$ cat config.mk
export PLATFORM = sky130hd
export DESIGN_NAME = muldiv_sequencer
export DESIGN_NICKNAME = d
export VERILOG_FILES = /design/src/rtl/muldiv_sequencer.sv
export SDC_FILE = /design/constraint.sdc
export NUM_CORES = 1
export LEC_CHECK = 0
export CAP_MARGIN = 10
export CELL_PAD_IN_SITES_DETAIL_PLACEMENT = 1
export CELL_PAD_IN_SITES_GLOBAL_PLACEMENT = 1
export CORE_MARGIN = 2
export CORE_UTILIZATION = 41
export DETAILED_ROUTE_END_ITERATION = 8
export PLACE_DENSITY = 0.85
export RECOVER_POWER = 50
export SLEW_MARGIN = 25
export SYNTH_ARGS = -nofsm -noshare
export SYNTH_HDL_FRONTEND = slang
export SYNTH_SLANG_ARGS = --single-unit
$ cat constraint.sdc
create_clock -name clock -period 3.41 [get_ports clock]
set_clock_uncertainty 0.05 [all_clocks]
set_input_delay 0.682 -clock clock [delete_from_list [all_inputs] [get_ports clock]]
set_output_delay 0.682 -clock clock [all_outputs]
set_load 0.01 [all_outputs]
$ cat src/rtl/muldiv_sequencer.sv
// Iterative RV32M multiply/divide unit: shift-add multiply and restoring divide on
// operand magnitudes, one bit per cycle, with sign correction applied at the end.
module muldiv_sequencer #(
    parameter int XLEN = 32
) (
    input  logic            clock,
    input  logic            reset,
    input  logic            start,
    input  logic [2:0]      funct3,
    input  logic [XLEN-1:0] operand_A,
    input  logic [XLEN-1:0] operand_B,
    output logic            busy,
    output logic            stall,
    output logic            done,
    output logic [XLEN-1:0] result
);
    localparam int            CW   = $clog2(XLEN) + 1;
    localparam logic [CW-1:0] LAST = CW'(XLEN);
    localparam logic [XLEN-1:0] INT_MIN = {1'b1, {(XLEN-1){1'b0}}};

    typedef enum logic [1:0] {IDLE, CALC, FINISH} state_t;

    state_t            state_q, state_d;
    logic [CW-1:0]     count_q, count_d;
    logic [2:0]        op_q, op_d;
    logic [XLEN-1:0]   a_mag_q, a_mag_d, b_mag_q, b_mag_d;
    logic              neg_q, neg_d;
    logic              sgn_a_q, sgn_a_d;
    logic              spec_q, spec_d;
    logic [2*XLEN-1:0] acc_q, acc_d;
    logic              busy_q, busy_d, done_q, done_d;
    logic [XLEN-1:0]   result_q, result_d;

    logic              is_div, a_signed, b_signed, sa, sb, div_zero, div_ovf;
    logic [XLEN-1:0]   a_in, b_in, spec_val;

    always_comb begin
        is_div   = funct3[2];
        a_signed = (funct3 == 3'b001) || (funct3 == 3'b010) || (is_div && !funct3[0]);
        b_signed = (funct3 == 3'b001) || (is_div && !funct3[0]);
        sa       = a_signed & operand_A[XLEN-1];
        sb       = b_signed & operand_B[XLEN-1];
        a_in     = sa ? -operand_A : operand_A;
        b_in     = sb ? -operand_B : operand_B;
        div_zero = is_div && (operand_B == '0);
        div_ovf  = is_div && !funct3[0] && (operand_A == INT_MIN) && (operand_B == '1);
        if (div_zero) spec_val = funct3[1] ? operand_A : '1;
        else          spec_val = funct3[1] ? '0 : INT_MIN;
    end

    // acc holds {product hi, multiplier/product lo} or {remainder, dividend/quotient}
    logic [XLEN:0]     mul_sum, rem_sh;
    logic              div_ge;
    logic [XLEN-1:0]   div_rem;
    logic [2*XLEN-1:0] step;

    always_comb begin
        mul_sum = {1'b0, acc_q[2*XLEN-1:XLEN]} + (acc_q[0] ? {1'b0, a_mag_q} : '0);
        rem_sh  = acc_q[2*XLEN-1:XLEN-1];
        div_ge  = rem_sh >= {1'b0, b_mag_q};
        div_rem = div_ge ? (rem_sh[XLEN-1:0] - b_mag_q) : rem_sh[XLEN-1:0];
        if (op_q[2]) step = {div_rem, acc_q[XLEN-2:0], div_ge};
        else         step = {mul_sum, acc_q[XLEN-1:1]};
    end

    logic [2*XLEN-1:0] prod_fix;
    logic [XLEN-1:0]   quo_fix, rem_fix, sel;

    always_comb begin
        prod_fix = neg_q ? -acc_q : acc_q;
        quo_fix  = neg_q ? -acc_q[XLEN-1:0] : acc_q[XLEN-1:0];
        rem_fix  = sgn_a_q ? -acc_q[2*XLEN-1:XLEN] : acc_q[2*XLEN-1:XLEN];
        case (op_q)
            3'b000:                 sel = prod_fix[XLEN-1:0];
            3'b001, 3'b010, 3'b011: sel = prod_fix[2*XLEN-1:XLEN];
            3'b100, 3'b101:         sel = quo_fix;
            default:                sel = rem_fix;
        endcase
        if (spec_q) sel = acc_q[XLEN-1:0];
    end

    // Special cases park their answer in acc and skip the iterations via count=LAST
    always_comb begin
        state_d  = state_q;
        count_d  = count_q;
        op_d     = op_q;
        a_mag_d  = a_mag_q;
        b_mag_d  = b_mag_q;
        neg_d    = neg_q;
        sgn_a_d  = sgn_a_q;
        spec_d   = spec_q;
        acc_d    = acc_q;
        result_d = result_q;
        case (state_q)
            IDLE: begin
                if (start) begin
                    state_d = CALC;
                    op_d    = funct3;
                    a_mag_d = a_in;
                    b_mag_d = b_in;
                    neg_d   = sa ^ sb;
                    sgn_a_d = sa;
                    if (div_zero || div_ovf) begin
                        spec_d  = 1'b1;
                        count_d = LAST;
                        acc_d   = {{XLEN{1'b0}}, spec_val};
                    end else begin
                        spec_d  = 1'b0;
                        count_d = '0;
                        acc_d   = {{XLEN{1'b0}}, (is_div ? a_in : b_in)};
                    end
                end
            end
            CALC: begin
                if (count_q == LAST) begin
                    state_d  = FINISH;
                    result_d = sel;
                end else begin
                    acc_d   = step;
                    count_d = count_q + CW'(1);
                end
            end
            FINISH:  state_d = IDLE;
            default: state_d = IDLE;
        endcase
        busy_d = (state_d != IDLE);
        done_d = (state_d == FINISH);
    end

    always_ff @(posedge clock or negedge reset) begin
        if (!reset) begin
            state_q  <= IDLE;
            count_q  <= '0;
            op_q     <= '0;
            a_mag_q  <= '0;
            b_mag_q  <= '0;
            neg_q    <= 1'b0;
            sgn_a_q  <= 1'b0;
            spec_q   <= 1'b0;
            acc_q    <= '0;
            busy_q   <= 1'b0;
            done_q   <= 1'b0;
            result_q <= '0;
        end else begin
            state_q  <= state_d;
            count_q  <= count_d;
            op_q     <= op_d;
            a_mag_q  <= a_mag_d;
            b_mag_q  <= b_mag_d;
            neg_q    <= neg_d;
            sgn_a_q  <= sgn_a_d;
            spec_q   <= spec_d;
            acc_q    <= acc_d;
            busy_q   <= busy_d;
            done_q   <= done_d;
            result_q <= result_d;
        end
    end

    assign busy   = busy_q;
    assign done   = done_q;
    assign result = result_q;
    assign stall  = (state_q == CALC) || ((state_q == IDLE) && start);

endmodule
; Word-level counts from Yosys, hierarchy flattened
; Cells that the tools add are included.
[classes]
n_addsub = 8
order_cmp = 1
eq_ne = 14
muxes = 26
n_bitwise = 3
reduce_logical = 21
[ops]
columns = cell, n
row1 = 32-bit two-way mux, 12
row2 = 64-bit two-way mux, 4
row3 = 32-bit negation, 4
row4 = 64-bit one-hot mux with 2 select lines, 1
row5 = 32-bit one-hot mux with 3 select lines, 1
row6 = "32-bit == test, second input constant", 2
row7 = 64-bit negation, 1
row8 = 32-bit by 32-bit adder with 33-bit output, 1
row9 = 33-bit by 32-bit >= comparator with 1-bit output, 1
row10 = 32-bit zero test, 1
row11 = 32-bit subtractor, 1
row12 = 6-bit two-way mux, 3
row13 = 6-bit one-hot mux with 2 select lines, 1
row14 = "3-bit by 2-bit == test with 1-bit output, second input constant", 3
row15 = "6-bit by 1-bit adder with 6-bit output, second input constant", 1
row16 = "3-bit by 1-bit == test with 1-bit output, second input constant", 2
row17 = "3-bit == test, second input constant", 2
row18 = "6-bit == test, second input constant", 1
row19 = 1-bit logical AND, 5
row20 = 1-bit logical OR, 5
row21 = 2-bit two-way mux, 2
row22 = "2-bit inequality test, second input constant", 2
row23 = 2-bit one-hot mux with 2 select lines, 1
row24 = 2-bit AND reduction, 2
row25 = 12 further kinds, 14
[totals]
ff_bits = 176
inputBits = 70
output_inout_bits = 35
elab_cells = 85

; Logic depth before layout (Yosys ltp)
; Gate-level depths: netlist (run 1).
[depth]
depth_word = 9
mapped_depth = 15
depth_no_buf = 13

; Worst setup path before layout (run 1)
; Ideal clock, no wire load.
[synth_path]
path_type = flip-flop to flip-flop
from = register acc_q[0]
to = register acc_q[61]
setup_time_ns = 0.130
arrival_ns = 3.128
t_required_ns = 3.230
setup_slack_ns = 0.102
stages_incl_launch_ff = 16
n_path_buf = 2
path_cell_list = dfrtp_1 clkbuf_1 clkbuf_1 and2_1 ha_1 inv_1 fa_1 nand2b_1 a21oi_1 o311a_1 a21bo_2 a22o_1 a311o_1 a31o_2 a211oi_1 o21ai_1
[synth_via]
elab_chain_cells = 5
[synth_rtl]
columns = item, line
row1 = from (decl), 30  ; logic [2*XLEN-1:0] acc_q, acc_d;
row2 = from (signal assigned), 140  ; acc_q <= '0;
row3 = from (signal assigned), 153  ; acc_q <= acc_d;
row4 = 32-bit two-way mux, 58  ; mul_sum = {1'b0, acc_q[2*XLEN-1:XLEN]} + (acc_q[0] ? {1'b0, a_mag_q} : '0);
row5 = 32-bit by 32-bit adder with 33-bit output, 58
row6 = 64-bit two-way mux, 62  ; if (op_q[2]) step = {div_rem, acc_q[XLEN-2:0], div_ge};
row7 = 64-bit two-way mux, 115  ; if (count_q == LAST) begin
row8 = 64-bit one-hot mux with 2 select lines, 94  ; case (state_q)
; No other way between the ends. The select of a mux whose other input is x is not followed.
; A chain may end at the register's enable or synchronous reset.

; Worst setup path after layout (run 1)
; Same ends and word-level chain as after synthesis.

==> results of run 1 <==
==> path summary, 6_finish.rpt <==
kind | slack [ns] | endpoint | cells past startpoint
max reg2reg | 0.04 | acc_q[61] | 13
min in group asynchronous | 0.53 | result[15] | 1
min reg2reg | 0.43 | result[16] | 2
min | 0.43 | result[16] | 2
max | 0.04 | acc_q[61] | 13
max in group asynchronous | 0.77 | neg_q | 2
==> where the power goes <==
part	switching [mW]	leakage (nW)	internal, mW
registers	1.05	2.18	3.13
clock network	0.990	0.278	1.10
logic	10.6	6.36	7.08
==> state kept, by name, indices dropped and copies added (netlist names) <==
name / cells
a_mag_q: 32
acc_q: 64
b_mag_q: 32
busy: 1
count_q: 6
done: 1
neg_q: 1
op_q: 3
result: 32
sgn_a_q: 1
spec_q: 1
state_q: 2
==> layer usage <==
layer	routed length (um)	share of wire (%)	GRT usage, %
met5	0	0	0
met4	3906	5.1	16.45
met3	5338	7.0	5.609
met2	35670	47	59.18
met1	31100	41	46.46
==> through the flow <==
step / power, mW / std cells
CTS: 22.81 / 2928
finish: 23.99 / 2940
global placement: 19.53 / 2891
floorplan: 14.00 / 2118
global route: 25.27 / 2940
detailed placement: 20.25 / 2891
==> worst min-delay path, cell delays in order, from the launching register on <==
cell and delay [ns]:
sky130_fd_sc_hd__dfrtp_1 0.34, sky130_fd_sc_hd__nand2_1 0.05, sky130_fd_sc_hd__o21ai_0 0.06
==> synth_stat cells (29+ instances only) <==
master,instances,area [sq um]
sky130_fd_sc_hd__nand2_1,258,968.4
sky130_fd_sc_hd__o21ai_0,245,1226
sky130_fd_sc_hd__dfrtp_1,176,4404
sky130_fd_sc_hd__a21oi_1,174,870.8
sky130_fd_sc_hd__clkbuf_1,121,454.2
sky130_fd_sc_hd__nor2_1,113,424.2
sky130_fd_sc_hd__xnor2_1,110,963.4
sky130_fd_sc_hd__xor2_1,82,718.2
sky130_fd_sc_hd__ha_1,71,888.4
sky130_fd_sc_hd__inv_1,71,266.5
sky130_fd_sc_hd__mux2i_1,70,700.7
sky130_fd_sc_hd__nand3_1,47,235.2
sky130_fd_sc_hd__nor3_1,43,215.2
sky130_fd_sc_hd__and2_1,38,237.7
sky130_fd_sc_hd__nand4_1,33,206.5
sky130_fd_sc_hd__a211oi_1,31,232.7
sky130_fd_sc_hd__a21o_1,30,225.2
sky130_fd_sc_hd__a31oi_1,30,187.7
sky130_fd_sc_hd__or3_1,29,181.4
==> logic make-up after synthesis <==
kind of cell               count (synthesis)
DFF                                      176
and+or+nand+nor                          671
buffers and inverters                    227
adders and majority gates                 73
xor gates and xnor gates                 192
muxes                                     74
AOI/OAI and AO/OA                        705
==> repair_timing <==
| item | CTS | global route |
|---|---|---|
| pin swaps | 4 | 17 |
| setup endpoints to repair | 13 | 27 |
| resized for setup | 13 | 50 |
| buffers inserted | 6 | 11 |
| gates cloned | 0 | 1 |
==> layout make-up <==
cell class / instances / area share, %
inverters: 73 / 1.322
multi-input cells: 1715 / 54.62
clock inverters: 12 / 0.7245
flip-flops and latches: 176 / 21.29
repair buffers: 420 / 16.78
well taps: 525 / 3.170
clock buffers: 19 / 2.089
==> flow_summary.rst, run 1 <==
.. list-table::
   :header-rows: 1

   * - Metric
     - Value
   * - Port Buf Inserts
     - between 100 and 150
   * - Die area
     - about 41,000 sq um
   * - Min-delay src
     - result[16]
   * - Class of the tightest hold or removal check
     - flop to flop
   * - Slack of the critical path
     - 0.03800 ns
   * - Floorplan row count
     - 73
   * - Main synth FF type
     - sky130_fd_sc_hd__dfrtp_1
   * - Startpoint type of the worst setup path
     - flop
   * - Count of fill cells added during filler insertion
     - a little under 5,000
   * - Total Wirelength
     - around 76,000 um
   * - Peak per-stage delay on the critical path
     - between 0.4 and 0.5 ns
   * - Drt via density
     - roughly 6.3
   * - Total CTS buffers
     - 17
   * - Critical path's top delay family
     - compound AO/OA/AOI/OAI gates
   * - Time the final worst path needs with I/O delays and setup
     - between 3 and 4 ns
   * - Setup Viol. Count Final
     - 0
   * - Clock Sinks
     - around 180
   * - Setup TNS
     - 0 ns
   * - Largest family of logic cells by synthesized area
     - compound AO/OA/AOI/OAI gates
   * - Number of different library cells in the post-synthesis netlist
     - just under 90
   * - Total of hold buffers inserted after clock tree synthesis
     - 0
   * - Power density cells
     - between 1000 and 1500 nW/um^2
   * - Starting Density
     - 41.33%
   * - Crit. End Element
     - flop
   * - Pins Over Slew Limit
     - between 100 and 150
   * - Area occupied by multi-input gates
     - between 10,000 and 15,000 sq um
   * - Data required time of the critical path
     - roughly 3.7 ns
   * - Share of cells above drive strength 1
     - between 10% and 20%
   * - Critical path startpoint
     - acc_q[0]
   * - Adder and majority gate portion of the synthesized area
     - 5.680%
   * - Number of maximum-capacitance violations
     - 2
   * - Global-route wire length before repair
     - between 100,000 and 150,000 um
   * - Register cell area after layout
     - 4412 sq um
   * - Sequential share of the synthesized area
     - roughly 27%
   * - Mapped Avg Cell Area
     - about 7.7 sq um
   * - Ports placed on the boundary
     - ~110
   * - Cell-by-cell listing of the critical path
     - buf_2 -> and2_1 -> ha_1 -> o211ai_1 -> a21oi_2 -> o311a_1 -> a21bo_2 -> a22o_1 -> a311o_1 -> buf_4 -> a311oi_2 -> a211oi_2 -> o21ai_1
   * - Remaining DRCs
     - 0
   * - Vias in the first global route
     - 19,030
   * - Routability congestion estimate from global placement
     - ~0.99
   * - Warnings from Yosys
     - 0
   * - Maximum net fanout on the critical path
     - 5
   * - Final Hold Viols
     - 0
   * - Vias after detailed routing
     - about 19,000
   * - Initial antenna violation count
     - 1
   * - Router iterations before antenna repair
     - 5
   * - Critical Path AT
     - between 3 and 4 ns
   * - Actual transition at the worst max-transition pin
     - ~1.9 ns
   * - Core area
     - between 30,000 and 40,000 sq um
   * - Post-detail-place hpwl
     - roughly 58,000 um
   * - Layout-stage area growth over the synthesis result
     - 26.78%
   * - Deepest clock path buffer count
     - 2
   * - Mux contribution to synthesized area
     - roughly 4.6%
   * - Vertical die dimension
     - about 200 um
   * - Wire length per cell after detailed routing
     - 25.86 um
   * - Horizontal die dimension
     - between 200 and 250 um
   * - Synth Area in Compound Gates
     - 26.63%
   * - Fraction of registers with async set/reset
     - 100.0%
   * - Cell area reported after detailed placement
     - between 15,000 and 20,000 sq um
   * - Parity-gate share of the synthesized area counting xor and xnor cells
     - 10.29%
   * - Mapped cell area
     - ~16,000 sq um
   * - Antenna violation net count after detailed routing
     - 0
   * - Clock transition at path regs
     - around 0.08 ns
   * - Util after Layout
     - 52.40%
   * - Post-Syn Nets
     - around 2,300
   * - Global route total overflow
     - 0
   * - Maximum achievable frequency
     - slightly below 0.3 GHz
   * - Launch instance of the worst register-to-register path
     - acc_q[0]
   * - Maximum vdd drop
     - roughly 0.55 mV
   * - Insertion delay of the later-clocked pin in the worst-skew pair
     - between 0.4 and 0.5 ns
   * - Normalized max-slew margin
     - -25.21%
   * - CTS root buf
     - sky130_fd_sc_hd__clkbuf_16
   * - Clock tree from TritonCTS
     - yes
   * - Leading cell type in the layout, fill and taps excluded
     - sky130_fd_sc_hd__buf_4
   * - Maximum number of pins on one net before global-route repair
     - 84
   * - Count of routing violations after the opening detailed-route iteration
     - between 1,500 and 2,000
   * - Slowest cell on the critical path
     - sky130_fd_sc_hd__dfrtp_2
   * - Pre-CTS setup slack
     - -0.2176 ns
   * - Final std cell area, no fill
     - 20,720 sq um
   * - Violated checks
     - capacitance limit, slew limit
   * - Leakage power figure
     - a little under 9 nW
   * - Nets@finish
     - 2,546
   * - Worst path buffer plus inverter count
     - 2
   * - Total routing resource utilization after global routing
     - 35.99%
   * - Leading cell types in the layout, fill and taps excluded
     - 301 x sky130_fd_sc_hd__buf_4, 258 x sky130_fd_sc_hd__nand2_1, 238 x sky130_fd_sc_hd__o21ai_0, 172 x sky130_fd_sc_hd__dfrtp_1, 166 x sky130_fd_sc_hd__a21oi_1
   * - Share of the clock period used by the worst path
     - between 90% and 100%
   * - Antenna diode instance count
     - 0
   * - Worst Setup Path Type
     - flop to flop
   * - Worst Hold Slack
     - 0.4288 ns
   * - Simple-Gate Fraction of Synth Area
     - 20.25%
   * - Number of flip-flops and latches in the synthesized netlist
     - 176
   * - Cells after synthesis
     - 2,118
   * - H-tree depth reported by CTS
     - 4
   * - EDFF count, synth
     - 0
   * - Run status
     - finished with violations
Power figures use the tool's default switching activity.
==> run 2: changes to the inputs <==
--- a/config.mk
+++ b/config.mk
@@ -13,6 +13,7 @@
 export DETAILED_ROUTE_END_ITERATION = 8
 export PLACE_DENSITY = 0.85
 export RECOVER_POWER = 50
+export SKIP_LAST_GASP = 1
 export SLEW_MARGIN = 25
 export SYNTH_ARGS = -nofsm -noshare
 export SYNTH_HDL_FRONTEND = slang
==> run 2 against run 1 <==
  * The run still ends with capacitance limit, slew limit left
  * Sequential share of layout area is essentially flat
  * Die area is the same
  * Sequential power is essentially flat
  * Global-route usage is essentially flat
  * Power is essentially flat
  * Flip-flop and latch count is the same
  * Critical path depth is the same
  * Clock-buffer cell count is the same
  * Register-to-register slack lost 0.04 ns
  * Via count grew 0.54%
  * Critical path type unchanged
  * Largest cell class unchanged
  * Largest power group unchanged
  * Highest routed layer unchanged
==> flow_summary.rst, run 2 (synthesis results as in run 1) <==
.. list-table::
   :header-rows: 1

   * - Metric
     - Value
   * - Startpoint type of the worst setup path
     - flop
   * - Vias after detailed routing
     - 18,650 (+0.54%)
   * - Total routing resource utilization after global routing
     - 35.96% (about the same)
   * - CTS root buf
     - sky130_fd_sc_hd__clkbuf_16
   * - Total of hold buffers inserted after clock tree synthesis
     - 0 (unchanged)
   * - Clock transition at path regs
     - 0.08 ns (about the same)
   * - Pins Over Slew Limit
     - 111 (unchanged)
   * - Leading cell type in the layout, fill and taps excluded
     - sky130_fd_sc_hd__buf_4
   * - Launch instance of the worst register-to-register path
     - acc_q[0]
   * - Maximum achievable frequency
     - 0.2934 GHz (-1.1%)
   * - Clock tree from TritonCTS
     - yes
   * - Leakage power figure
     - 8.826 nW (about the same)
   * - Share of cells above drive strength 1
     - 17.96% (-0.090 points)
   * - Total CTS buffers
     - 17 (unchanged)
   * - Data required time of the critical path
     - 3.69 ns (-0.05 ns)
   * - Setup TNS
     - 0 ns (unchanged)
   * - Wire length per cell after detailed routing
     - 25.84 um (about the same)
   * - Vias in the first global route
     - 19,010 (-0.089%)
   * - Post-detail-place hpwl
     - 58,350 um (unchanged)
   * - Remaining DRCs
     - 0 (unchanged)
   * - Worst Setup Path Type
     - flop to flop
   * - Insertion delay of the later-clocked pin in the worst-skew pair
     - 0.47 ns (about the same)
   * - Terminus of the critical flop-to-flop path
     - acc_q[57]
   * - RSZ-0062 raised after global routing
     - true
   * - Layout-stage area growth over the synthesis result
     - 26.65% (about the same)
   * - Critical Path AT
     - 3.69 ns (about the same)
   * - Power density cells
     - 1159 nW/um^2 (+0.14%)
   * - Floorplan row count
     - 73 (unchanged)
   * - Length in cells of the worst reg-to-reg path
     - 13 (unchanged)
   * - Routability congestion estimate from global placement
     - 0.9944 (unchanged)
   * - Deepest clock path buffer count
     - 2 (unchanged)
   * - Clock Sinks
     - 176 (unchanged)
   * - Final Hold Viols
     - 0 (unchanged)
   * - Core area
     - 39,550 sq um (unchanged)
   * - Starting Density
     - 41.33% (unchanged)
   * - Min-delay src
     - result[16]
   * - Actual transition at the worst max-transition pin
     - 1.831 ns (-0.04212 ns)
   * - Pre-CTS setup slack
     - -0.2176 ns (unchanged)
   * - Count of fill cells added during filler insertion
     - 4,852 (+0.41%)
   * - Number of maximum-capacitance violations
     - 2 (unchanged)
   * - Register with the highest flop count
     - acc_q
   * - Normalized max-slew margin
     - -22.39% (+2.8 points)
   * - Vertical die dimension
     - 203.7 um (unchanged)
   * - Largest register FFs
     - 64 (unchanged)
   * - Share of the clock period used by the worst path
     - 99.96% (+1.1 points)
   * - Initial antenna violation count
     - 1 (unchanged)
   * - Total Wirelength
     - 76,000 um (about the same)
   * - WHS Path Cells
     - 2 (unchanged)
   * - Setup Viol. Count Final
     - 0 (unchanged)
   * - Ports placed on the boundary
     - 105 (unchanged)
   * - Endpoint of the worst hold-timing path
     - result[16]
   * - Global route total overflow
     - 0 (unchanged)
   * - Count of routing violations after the opening detailed-route iteration
     - 1,683 (-8.0%)
   * - Port Buf Inserts
     - 104 (unchanged)
   * - Class of the tightest hold or removal check
     - flop to flop
   * - Run status
     - finished with violations
   * - Maximum vdd drop
     - 0.5289 mV (-3.4%)
   * - Global-route wire length before repair
     - 114,000 um (about the same)
   * - Time the final worst path needs with I/O delays and setup
     - 3.409 ns (+0.03656 ns)
   * - Router iterations before antenna repair
     - 7 (+2)
   * - H-tree depth reported by CTS
     - 4 (unchanged)
   * - Maximum number of pins on one net before global-route repair
     - 84 (unchanged)
   * - Slack of the critical path
     - 0.001443 ns (-0.03656 ns)
   * - Antenna diode instance count
     - 0 (unchanged)
   * - Nets@finish
     - 2,547 (+0.039%)
   * - Violated checks
     - capacitance limit, slew limit
   * - Horizontal die dimension
     - 203.7 um (unchanged)
   * - Drt via density
     - 6.343 (+0.51%)
   * - Antenna violation net count after detailed routing
     - 0 (unchanged)
   * - Crit. End Element
     - flop
   * - Slack of the worst reg-to-reg path
     - 0.001 ns (-0.04 ns)
   * - Die area
     - 41,480 sq um (unchanged)
   * - Leading cell types in the layout, fill and taps excluded
     - 303 x sky130_fd_sc_hd__buf_4, 258 x sky130_fd_sc_hd__nand2_1, 237 x sky130_fd_sc_hd__o21ai_0, 172 x sky130_fd_sc_hd__dfrtp_1, 166 x sky130_fd_sc_hd__a21oi_1
   * - Maximum net fanout on the critical path
     - 20 (+15)
run 2: cell types whose count changed in the layout (fill, tap and decap cells not counted), sizes merged:
cell / previous run / this run
buf: 310 / 311
clkdlybuf4s50: 92 / 93
dlygate4sd3: 10 / 9
run 2: critical path, cell delays in order (launching register included):
cell	delay [ns]
sky130_fd_sc_hd__dfrtp_2	0.45
sky130_fd_sc_hd__buf_4	0.17
sky130_fd_sc_hd__buf_12	0.14
sky130_fd_sc_hd__and2_1	0.17
sky130_fd_sc_hd__ha_1	0.43
sky130_fd_sc_hd__nand3_1	0.20
sky130_fd_sc_hd__nor3_1	0.30
sky130_fd_sc_hd__and3_1	0.19
sky130_fd_sc_hd__a22o_1	0.20
sky130_fd_sc_hd__buf_4	0.15
sky130_fd_sc_hd__a41oi_1	0.15
sky130_fd_sc_hd__and3_1	0.21
sky130_fd_sc_hd__a2111oi_4	0.32
sky130_fd_sc_hd__o31ai_1	0.13
run 2: final cells by class:
| type | count | area (sq um) | share of cell area, % |
|---|---|---|---|
| clock buffers | 19 | 432.9 | 2.091 |
| flip-flops and latches | 176 | 4412 | 21.31 |
| well taps | 525 | 656.9 | 3.173 |
| repair buffers | 421 | 3481 | 16.81 |
| inverters | 73 | 274.0 | 1.324 |
| multi-input cells | 1715 | 11300 | 54.56 |
| clock inverters | 12 | 150.1 | 0.7252 |
run 2: per-layer routing:
metal | vias to the layer above | track usage [%] | wire, um
met5 | - | 0 | 0
met4 | 0 | 16.45 | 3924
met3 | 231 | 5.609 | 5431
met2 | 923 | 59.10 | 35610
met1 | 9288 | 46.46 | 31040
li1 | 8212 | - | -
run 2: power breakdown:
group	switching [mW]	leakage (nW)	internal, mW	total [mW]
Clock	0.993	0.278	1.10	2.09
Combinational	10.7	6.37	7.07	17.7
Sequential	1.05	2.18	3.13	4.17
run 2: per-stage QoR:
step | hold slack (ns) | cells | utilization [%] | total power [mW] | instance area [sq um]
6_report | 0.4290 | 2941 | 52.35 | 24.00 | 20700
5_1_grt | 0.4622 | 2941 | 52.35 | 25.27 | 20700
4_1_cts | 0.1462 | 2928 | 51.66 | 22.79 | 20430
3_5_place_dp | 0.4171 | 2891 | 49.93 | 20.25 | 19750
3_3_place_gp | 0.4085 | 2891 | 49.93 | 19.53 | 19750
2_1_floorplan | 0.3364 | 2118 | - | 14.00 | 16350
run 2: what timing repair did:
action | 4_1_cts | 5_1_grt
resized for setup | 10 | 49
pin swaps | 4 | 18
setup endpoints to repair | 13 | 28
setup buffers | 6 | 12
cloned | 0 | 1
run 2: how the worst max path moves through the flow:
stage	startpoint	end
2_1_floorplan	acc_q[0]	acc_q[61]
3_3_place_gp	operand_B[0]	acc_q[26]
3_5_place_dp	operand_B[0]	acc_q[3]
4_1_cts	acc_q[0]	acc_q[57]
5_1_grt	acc_q[0]	acc_q[57]
6_report	acc_q[0]	acc_q[57]
==> run 3: changes to the inputs <==
--- a/config.mk
+++ b/config.mk
@@ -11,10 +11,10 @@
 export CORE_MARGIN = 2
 export CORE_UTILIZATION = 41
 export DETAILED_ROUTE_END_ITERATION = 8
-export PLACE_DENSITY = 0.85
+export PLACE_DENSITY_LB_ADDON = 0.25
 export RECOVER_POWER = 50
 export SKIP_LAST_GASP = 1
-export SLEW_MARGIN = 25
+export SLEW_MARGIN = 20
 export SYNTH_ARGS = -nofsm -noshare
 export SYNTH_HDL_FRONTEND = slang
 export SYNTH_SLANG_ARGS = --single-unit
==> run 3 against run 2 <==
  * The run still ends with capacitance limit, slew limit left
  * Worst setup slack gained 0.020 ns
  * Design area grew 1.6%
  * Register-to-register slack gained 0.02 ns
  * Clock-buffer cell count is the same
  * Non-clock buffer count grew 45
  * Sequential power shrank 3%
  * Clock power shrank 2%
  * Via count shrank 2.1%
  * Power shrank 1.9%
  * Cell count grew 1.6%
  * Flip-flop and latch count is the same
  * Wire length shrank 3.1%
  * Largest power group unchanged
  * Highest routed layer unchanged
==> flow_summary.rst, run 3 (synthesis results as in run 1) <==
.. list-table::
   :header-rows: 1

   * - Metric
     - Value
   * - Horizontal die dimension
     - 203.7 um (unchanged)
   * - Maximum net fanout on the critical path
     - 24 (+20%)
   * - WHS Path Cells
     - 2 (unchanged)
   * - Floorplan row count
     - 73 (unchanged)
   * - Critical path's top delay family
     - simple AND/OR/NAND/NOR gates
   * - Antenna violation net count after detailed routing
     - 0 (unchanged)
   * - Pins Over Slew Limit
     - 104 (-6.3%)
   * - Router iterations before antenna repair
     - 6 (-1)
   * - Total routing resource utilization after global routing
     - 35.37% (-0.60 points)
   * - Largest register FFs
     - 64 (unchanged)
   * - Total of hold buffers inserted after clock tree synthesis
     - 0 (unchanged)
   * - Launch instance of the worst register-to-register path
     - acc_q[0]
   * - Starting Density
     - 41.33% (unchanged)
   * - Antenna diode instance count
     - 0 (unchanged)
   * - Vias after detailed routing
     - 18,260 (-2.1%)
   * - Drt via density
     - 6.113 (-3.6%)
   * - Global-route wire length before repair
     - 111,200 um (-2.5%)
   * - Total Power
     - 23.54 mW (-1.9%)
   * - Length in cells of the worst reg-to-reg path
     - 13 (unchanged)
   * - Min-delay src
     - a_mag_q[18]
   * - Port Buf Inserts
     - 104 (unchanged)
   * - Core area
     - 39,550 sq um (unchanged)
   * - Setup Viol. Count Final
     - 0 (unchanged)
   * - Deepest clock path buffer count
     - 2 (unchanged)
   * - Vertical die dimension
     - 203.7 um (unchanged)
   * - Actual transition at the worst max-transition pin
     - 2.806 ns (+0.9750 ns)
   * - Worst Setup Path Type
     - flop to flop
   * - Total CTS buffers
     - 17 (unchanged)
   * - Worst Hold Slack
     - 0.4314 ns (+0.002363 ns)
   * - Total Wirelength
     - 73,670 um (-3.1%)
   * - Die area
     - 41,480 sq um (unchanged)
   * - Vias in the first global route
     - 18,520 (-2.6%)
   * - Share of cells above drive strength 1
     - 19.50% (+1.5 points)
   * - Critical Path AT
     - 3.68 ns (about the same)
   * - Number of maximum-capacitance violations
     - 2 (unchanged)
   * - Violated checks
     - capacitance limit, slew limit
   * - Clock Sinks
     - 176 (unchanged)
   * - Power density cells
     - 1119 nW/um^2 (-3.5%)
   * - Run status
     - finished with violations
   * - Leading cell types in the layout, fill and taps excluded
     - 350 x sky130_fd_sc_hd__buf_4, 256 x sky130_fd_sc_hd__nand2_1, 237 x sky130_fd_sc_hd__o21ai_0, 172 x sky130_fd_sc_hd__dfrtp_1, 166 x sky130_fd_sc_hd__a21oi_1
   * - Crit. End Element
     - flop
   * - Remaining DRCs
     - 0 (unchanged)
   * - Share of the clock period used by the worst path
     - 99.36% (-0.60 points)
   * - Leakage power figure
     - 9.050 nW (+2.5%)
   * - Clock tree from TritonCTS
     - yes
   * - RSZ-0062 raised after global routing
     - true
   * - Maximum number of pins on one net before global-route repair
     - 70 (-17%)
   * - Class of the tightest hold or removal check
     - flop to flop
   * - Worst path buffer plus inverter count
     - 4 (+1)
   * - H-tree depth reported by CTS
     - 4 (unchanged)
   * - Post-detail-place hpwl
     - 59,200 um (+1.5%)
   * - Placed instance count
     - 2,941 (+1.7%)
   * - Final Hold Viols
     - 0 (unchanged)
   * - Insertion delay of the later-clocked pin in the worst-skew pair
     - 0.47 ns (about the same)
   * - Slowest cell on the critical path
     - sky130_fd_sc_hd__dfrtp_2
   * - Cell-by-cell listing of the critical path
     - buf_4 -> buf_4 -> or3_1 -> nor4_1 -> buf_4 -> nand4_1 -> buf_4 -> nor2_1 -> nand2_2 -> o21ai_1 -> xor2_1 -> nor2_1 -> a2bb2oi_1
   * - Maximum vdd drop
     - 0.4927 mV (-6.8%)
   * - Global route total overflow
     - 0 (unchanged)
   * - Startpoint type of the worst setup path
     - flop
   * - Count of fill cells added during filler insertion
     - 4,825 (-0.56%)
   * - Data required time of the critical path
     - 3.70 ns (about the same)
   * - Register with the highest flop count
     - acc_q
   * - CTS root buf
     - sky130_fd_sc_hd__clkbuf_16
   * - Nets@finish
     - 2,592 (+1.8%)
   * - Cell repeated most along the worst path
     - sky130_fd_sc_hd__buf_4
   * - Util after Layout
     - 53.21% (+0.86 points)
   * - Routability congestion estimate from global placement
     - 1.027 (+3.2%)
   * - Leading cell type in the layout, fill and taps excluded
     - sky130_fd_sc_hd__buf_4
   * - Depth of the critical timing path with buffers and inverters included
     - 13 (unchanged)
   * - Layout-stage area growth over the synthesis result
     - 28.74%
   * - Time the final worst path needs with I/O delays and setup
     - 3.388 ns (-0.02031 ns)
   * - Critical path startpoint
     - acc_q[0]
   * - Final Non-Filler Cells
     - 2,987 (+1.6%)
   * - Wire length per cell after detailed routing
     - 24.66 um (-4.6%)
   * - Peak per-stage delay on the critical path
     - 0.45 ns (about the same)
   * - Initial antenna violation count
     - 0 (-1)
   * - Area occupied by multi-input gates
     - 11,300 sq um (about the same)
   * - Ports placed on the boundary
     - 105 (unchanged)
   * - Register cell area after layout
     - 4409 sq um (about the same)
   * - Clock transition at path regs
     - 0.07 ns (about the same)
   * - Count of routing violations after the opening detailed-route iteration
     - 1,429 (-15%)
   * - Maximum achievable frequency
     - 0.2951 GHz (+0.60%)
   * - Normalized max-slew margin
     - -87.09% (-65 points)
-- run 3: cell types whose count changed in the layout (fill, tap and decap cells not counted), sizes merged --
| cell | delta |
|---|---|
| clkdlybuf4s50 | +3 |
| buf | +49 |
| bufinv | -1 |
| clkinv | +2 |
| clkbuf | -4 |
| clkinvlp | -1 |
| dlygate4sd3 | -3 |
| inv | +1 |
-- run 3: report_power, final --
part	switching (mW)	internal (mW)
Sequential	0.943	3.12
Clock	0.977	1.06
Combinational	10.2	7.21
-- run 3: timing repair --
action                     in CTS  in global routing
resized for setup               1                 60
setup endpoints to repair       3                 37
gates cloned                    0                  1
setup buffers                   2                 13
pin swaps                       1                 19
-- run 3: metrics by stage --
step | setup slack [ns] | cell area [sq um] | TNS, ns
3_3_place_gp | -0.2593 | 20090 | -2.702
6_report | 0.02175 | 21040 | 0
4_1_cts | 0.002371 | 20690 | 0
3_5_place_dp | -0.2537 | 20090 | -4.968
2_1_floorplan | 0.1021 | 16350 | 0
5_1_grt | -0.1746 | 21040 | -1.314
-- run 3: metal layers --
metal  share of wire, %  GRT usage [%]
met5                  0              0
met4                4.3          14.70
met3                5.8          4.314
met2                 47          57.97
met1                 43          47.09
-- run 3: worst paths after layout --
check                               to  slack (ns)
max in group asynchronous     acc_q[0]        0.45
setup reg to reg            result[21]        0.02
hold reg to reg            a_mag_q[18]        0.43
setup / recovery            result[21]        0.02
hold / removal             a_mag_q[18]        0.43
min in group asynchronous    acc_q[57]        1.05
-- run 3: worst reg2reg max path, cell delays in order, from the launching register on --
cell and delay (ns):
sky130_fd_sc_hd__dfrtp_2 0.45, sky130_fd_sc_hd__buf_4 0.22, sky130_fd_sc_hd__buf_4 0.19, sky130_fd_sc_hd__or3_1 0.42, sky130_fd_sc_hd__nor4_1 0.33, sky130_fd_sc_hd__buf_4 0.21, sky130_fd_sc_hd__nand4_1 0.23, sky130_fd_sc_hd__buf_4 0.27
sky130_fd_sc_hd__nor2_1 0.19, sky130_fd_sc_hd__nand2_2 0.16, sky130_fd_sc_hd__o21ai_1 0.19, sky130_fd_sc_hd__xor2_1 0.16, sky130_fd_sc_hd__nor2_1 0.06, sky130_fd_sc_hd__a2bb2oi_1 0.13
-- run 3: layout make-up --
class | instances | share of cell area [%]
multi-input cells | 1715 | 53.71
inverters | 73 | 1.302
clock inverters | 13 | 0.6005
repair buffers | 466 | 18.16
well taps | 525 | 3.121
flip-flops and latches | 176 | 20.95
clock buffers | 19 | 2.152
